<file path="config.mk">
export PLATFORM = sky130hd
export DESIGN_NAME = serial_adder_ctrl
export DESIGN_NICKNAME = d
export VERILOG_FILES = /design/src/rtl/serial_adder_ctrl.sv
export SDC_FILE = /design/constraint.sdc
export NUM_CORES = 1
export LEC_CHECK = 0
export ABC_CLOCK_PERIOD_IN_PS = 1600
export BUFFER_PORTS_ARGS = -buffer_cell sky130_fd_sc_hd__buf_2
export CAP_MARGIN = 0
export CORE_MARGIN = 2
export CORE_UTILIZATION = 35
export CTS_CLUSTER_SIZE = 8
export DETAILED_ROUTE_END_ITERATION = 16
export GPL_TIMING_DRIVEN = 0
export PLACE_DENSITY = 0.66
export SYNTH_ARGS = -nofsm -noshare
export SYNTH_HDL_FRONTEND = slang
export SYNTH_HIERARCHICAL = 1
export SYNTH_SLANG_ARGS = --single-unit
</file>
<file path="constraint.sdc">
create_clock -name clk -period 1.6 [get_ports clk]
set_clock_uncertainty 0.2 [all_clocks]
set_input_delay 0.16 -clock clk [delete_from_list [all_inputs] [get_ports clk]]
set_output_delay 0.16 -clock clk [all_outputs]
set_load 0.05 [all_outputs]
</file>
<file path="src/rtl/serial_adder_ctrl.sv">
// Bit-serial WIDTH-bit adder: one full_adder reused over WIDTH cycles, LSB first.
// Define SERIAL_ADDER_SUB_EN to enable two's-complement subtraction via `sub`.
`timescale 1ns/1ps

module full_adder (
  input  logic a,
  input  logic b,
  input  logic cin,
  output logic sum,
  output logic cout
);
  assign sum  = a ^ b ^ cin;
  assign cout = (a & b) | (cin & (a ^ b));
endmodule

module serial_adder_ctrl #(
  parameter int WIDTH = 8
) (
  input  logic             clk,
  input  logic             reset_n,
  input  logic             start,
  input  logic [WIDTH-1:0] op_a,
  input  logic [WIDTH-1:0] op_b,
  input  logic             cin,
  input  logic             sub,
  output logic             busy,
  output logic             done,
  output logic [WIDTH-1:0] result,
  output logic             cout
);
  localparam int CW = $clog2(WIDTH + 1);

  typedef enum logic [1:0] {IDLE = 2'd0, RUN = 2'd1, DONE = 2'd2} state_t;

  state_t           state_q, state_d;
  logic [WIDTH-1:0] sa, sb, sr;
  logic             c;
  logic [CW-1:0]    cnt;
  logic             fa_sum, fa_cout;
  logic             last;
  logic [WIDTH-1:0] b_load;
  logic             c_load;

  // Subtraction is a + ~b + 1, so it only changes what gets loaded at start.
`ifdef SERIAL_ADDER_SUB_EN
  assign b_load = sub ? ~op_b : op_b;
  assign c_load = sub ? 1'b1  : cin;
`else
  logic unused_sub;
  assign unused_sub = sub;
  assign b_load     = op_b;
  assign c_load     = cin;
`endif

  full_adder u_fa (
    .a   (sa[0]),
    .b   (sb[0]),
    .cin (c),
    .sum (fa_sum),
    .cout(fa_cout)
  );

  assign last = (state_q == RUN) && (cnt == CW'(WIDTH - 1));
  assign busy = (state_q != IDLE);
  assign done = (state_q == DONE);

  always_ff @(posedge clk or negedge reset_n) begin
    if (!reset_n) state_q <= IDLE;
    else          state_q <= state_d;
  end

  always_comb begin
    state_d = state_q;
    case (state_q)
      IDLE:    if (start) state_d = RUN;
      RUN:     if (last)  state_d = DONE;
      DONE:    state_d = IDLE;
      default: state_d = IDLE;
    endcase
  end

  always_ff @(posedge clk or negedge reset_n) begin
    if (!reset_n) begin
      sa     <= '0;
      sb     <= '0;
      sr     <= '0;
      c      <= 1'b0;
      cnt    <= '0;
      result <= '0;
      cout   <= 1'b0;
    end else begin
      case (state_q)
        IDLE: if (start) begin
          sa  <= op_a;
          sb  <= b_load;
          c   <= c_load;
          cnt <= '0;
        end
        RUN: begin
          sr  <= {fa_sum, sr[WIDTH-1:1]};
          c   <= fa_cout;
          sa  <= sa >> 1;
          sb  <= sb >> 1;
          cnt <= cnt + CW'(1);
          // Final bit lands straight into result; sr itself is one step behind here.
          if (last) begin
            result <= {fa_sum, sr[WIDTH-1:1]};
            cout   <= fa_cout;
          end
        end
        default: ;
      endcase
    end
  end
endmodule

</file>
==> impl_metrics.ini <==
[place]
portBuffers = 30
gp_congestion = 0.733
dpl.hpwl_um = 2270
dp_slack_ns = -0.244
place_inst = 237

[power]
ir_drop_mv = 0.556
leakage_nw = 1.09
powerDensity_mw_per_mm2 = 1970
power_mw = 4.48

[finish]
fin_cells = 263
nets = 231
drive_above_1_share_pct = 31.6
areaGrowthSynthToFinish_pct = 36.0
n_antenna_cell = 0
nFillCells = 436

[timing]
min_period_ns = 1.64
max_slew_margin_pct = 43.0
setup_ws_ns = -0.0421
fin_crit_sh_pct = 103
timing.hold.ws_ns = -0.000168
finalHoldViolCount = 1
worstMarginPinSlew_ns = 0.855
slew_violations = 0
setup_violations = 9
fmax_mhz = 609
rsz0062_at_grt = true

[synth]
synthArstFlopShare_pct = 100
synth_area_leader_cell = dfrtp_1
syn_inst = 153
synth.distinct_cells = 25
synth_area_leaders = dfrtp_1 59%, nand2_1 8.8%, mux2_2 6.1%
synth-seq-cells = 39
synth_ff_type = dfrtp_1
ys_seq_area_share_pct = 58.6
avgSynthCellArea_um2 = 10.9
yosys_warnings = 6
synth_common_cells = 39 x dfrtp_1, 39 x nand2_1, 16 x o21ai_0
synth_top_area_share_pct = 58.6
synth_area_mm2 = 0.00167
synth_edf_count = 0
syn-num-nets = 176

[floorplan]
dieArea_mm2 = 0.00533
rows = 25
coreArea_mm2 = 0.00466
io_pins = 32
dieHeight_um = 73.0
dieWidth_um = 73.0
start_util_pct = 35.8

[flow_run]
drv_cap = 0

[cts]
clk_latency_ns = 0.29
cts_root_buffer = clkbuf_8
cts_tree = yes
h-tree-depth = 2
cts.sinks = 39
cts-buffers-inserted = 5
clk_path_buf_depth = 2
cts.clk_slew.worst_paths_ns = 0.07

[setup_path]
cp.arrival_ns = 1.28
cp-end-kind = output pin
worstPathCellList = buf_6 > clkbuf_16 > nor2_4 > inv_2 > buf_6
crit_top_cell = buf_6
critPathMaxFanout = 10
start_kind = flop
crit_path_top_delay_cell = dfrtp_1
crit_path_max_incr_delay_ns = 0.37
crit_type = reg2out
worstPathRequired_ns = 1.24

[route]
totalWireLength_um = 3530
routedWlPerCell_um = 13.4
viasPerCell = 4.97
dr.pass1.iters = 6
drtAntennaViolNets = 0
drc_errors = 0
first_iter_violations = 110
vias = 1308

[grt]
grt_pass1_vias = 1263
gr-total-overflow = 0
grt_busiest_layer = met2
grt_pass1_wl_um = 5820
met2_usage_pct = 21.6
use_met1_pct = 19.8
grt_max_degree = 40
met3_usage_pct = 3.73
grt_usage_pct = 14.5
antenna_found_initial = 0

[min_path]
min_path_type = in2reg

[run_status]
status = finished, violations left
violations = negative hold slack, negative setup slack
[report_power, final]
part | switching, mW | internal, mW | total [mW]
clock | 0.335 | 0.306 | 0.640
combinational | 1.24 | 0.936 | 2.18
sequential | 0.260 | 1.40 | 1.66
total | 1.84 | 2.64 | 4.48
[kinds of logic after synthesis]
kind of cell | Yosys count | synth area share (%)
flip-flops | 39 | 58.6
adder cells (fa/ha/maj) | 2 | 1.95
buffers and inverters | 11 | 3.30
AND/OR/NAND/NOR | 54 | 15.4
multiplexers | 10 | 6.68
AO/OA/AOI/OAI | 37 | 14.1
[worst max-delay path, delay by kind of cell (launching register included)]
kind	cells	cell delay [ns]
buffers and inverters	4	0.49
DFF	1	0.37
and+or+nand+nor	1	0.12
[state kept, by name, summed over array words and instances (netlist names)]
| name | cells |
|---|---|
| cnt | 4 |
| sb | 8 |
| result | 8 |
| cout | 1 |
| state_q | 2 |
| c | 1 |
| sa | 8 |
| sr | 7 |
[layout by cell type (no fill, tap or decap), types with 2 or more instances in the layout]
master,instances
a21oi_1,4
buf_2,28
clkbuf_8,5
a22oi_1,12
nand3_1,3
mux2_4,2
clkbuf_4,2
nand2_1,38
clkbuf_1,3
dfrtp_1,39
dlygate4sd3_1,14
buf_4,5
buf_6,4
clkbuf_16,2
and3b_1,3
o21ai_0,16
a22o_1,2
nor2b_1,2
mux2_2,7
a32o_1,2
[repair_timing]
action | 4_1_cts | 5_1_grt
pin swaps | 1 | 0
setup buffers | 3 | 1
resized for setup | 23 | 12
endpoints found under the hold margin | 52 | 0
hold buffers | 14 | 0
endpoints found under the setup margin | 31 | 29
[final timing paths]
path	start	end	slack (ns)	depth (start not counted)
hold / removal	op_b[1]	sb[1]$_DFFE_PN0P_	-0.0002	3
hold reg to reg	sr[6]$_DFFE_PN0P_	sr[5]$_DFFE_PN0P_	0.29	2
setup / recovery	state_q[0]$_DFFE_PN0P_	busy	-0.04	5
max in group asynchronous	reset_n	sb[6]$_DFFE_PN0P_	0.35	2
min in group asynchronous	reset_n	result[1]$_DFFE_PN0P_	0.31	2
setup reg to reg	state_q[0]$_DFFE_PN0P_	result[3]$_DFFE_PN0P_	-0.03	6
[cell type report]
type | instances | area [um2] | area share, %
buffer | 10 | 111 | 4.91
clock buffer | 7 | 76.3 | 3.37
clock inverter | 1 | 5.00 | 0.221
inverter | 1 | 3.75 | 0.166
multi-input combinational | 103 | 682 | 30.1
sequential | 39 | 976 | 43.0
tap | 54 | 67.6 | 2.98
timing repair buffer | 48 | 345 | 15.2
[per-stage QoR]
| step | utilization (%) | area [um2] | TNS (ns) |
|---|---|---|---|
| CTS | 47.8 | 2230 | -0.277 |
| global placement | 40.5 | 1890 | -2.75 |
| floorplan | - | 1670 | -0.518 |
| global route | 48.6 | 2270 | -0.677 |
| finish | 48.6 | 2270 | -0.226 |
| detailed placement | 40.5 | 1890 | -2.85 |
[per-layer routing]
layer	vias to the layer above	routed length [um]
met5	-	0
met3	2	142
met1	641	1660
li1	636	-
met4	0	19
met2	29	1710
Note: power is estimated with default switching activity, not from simulation.
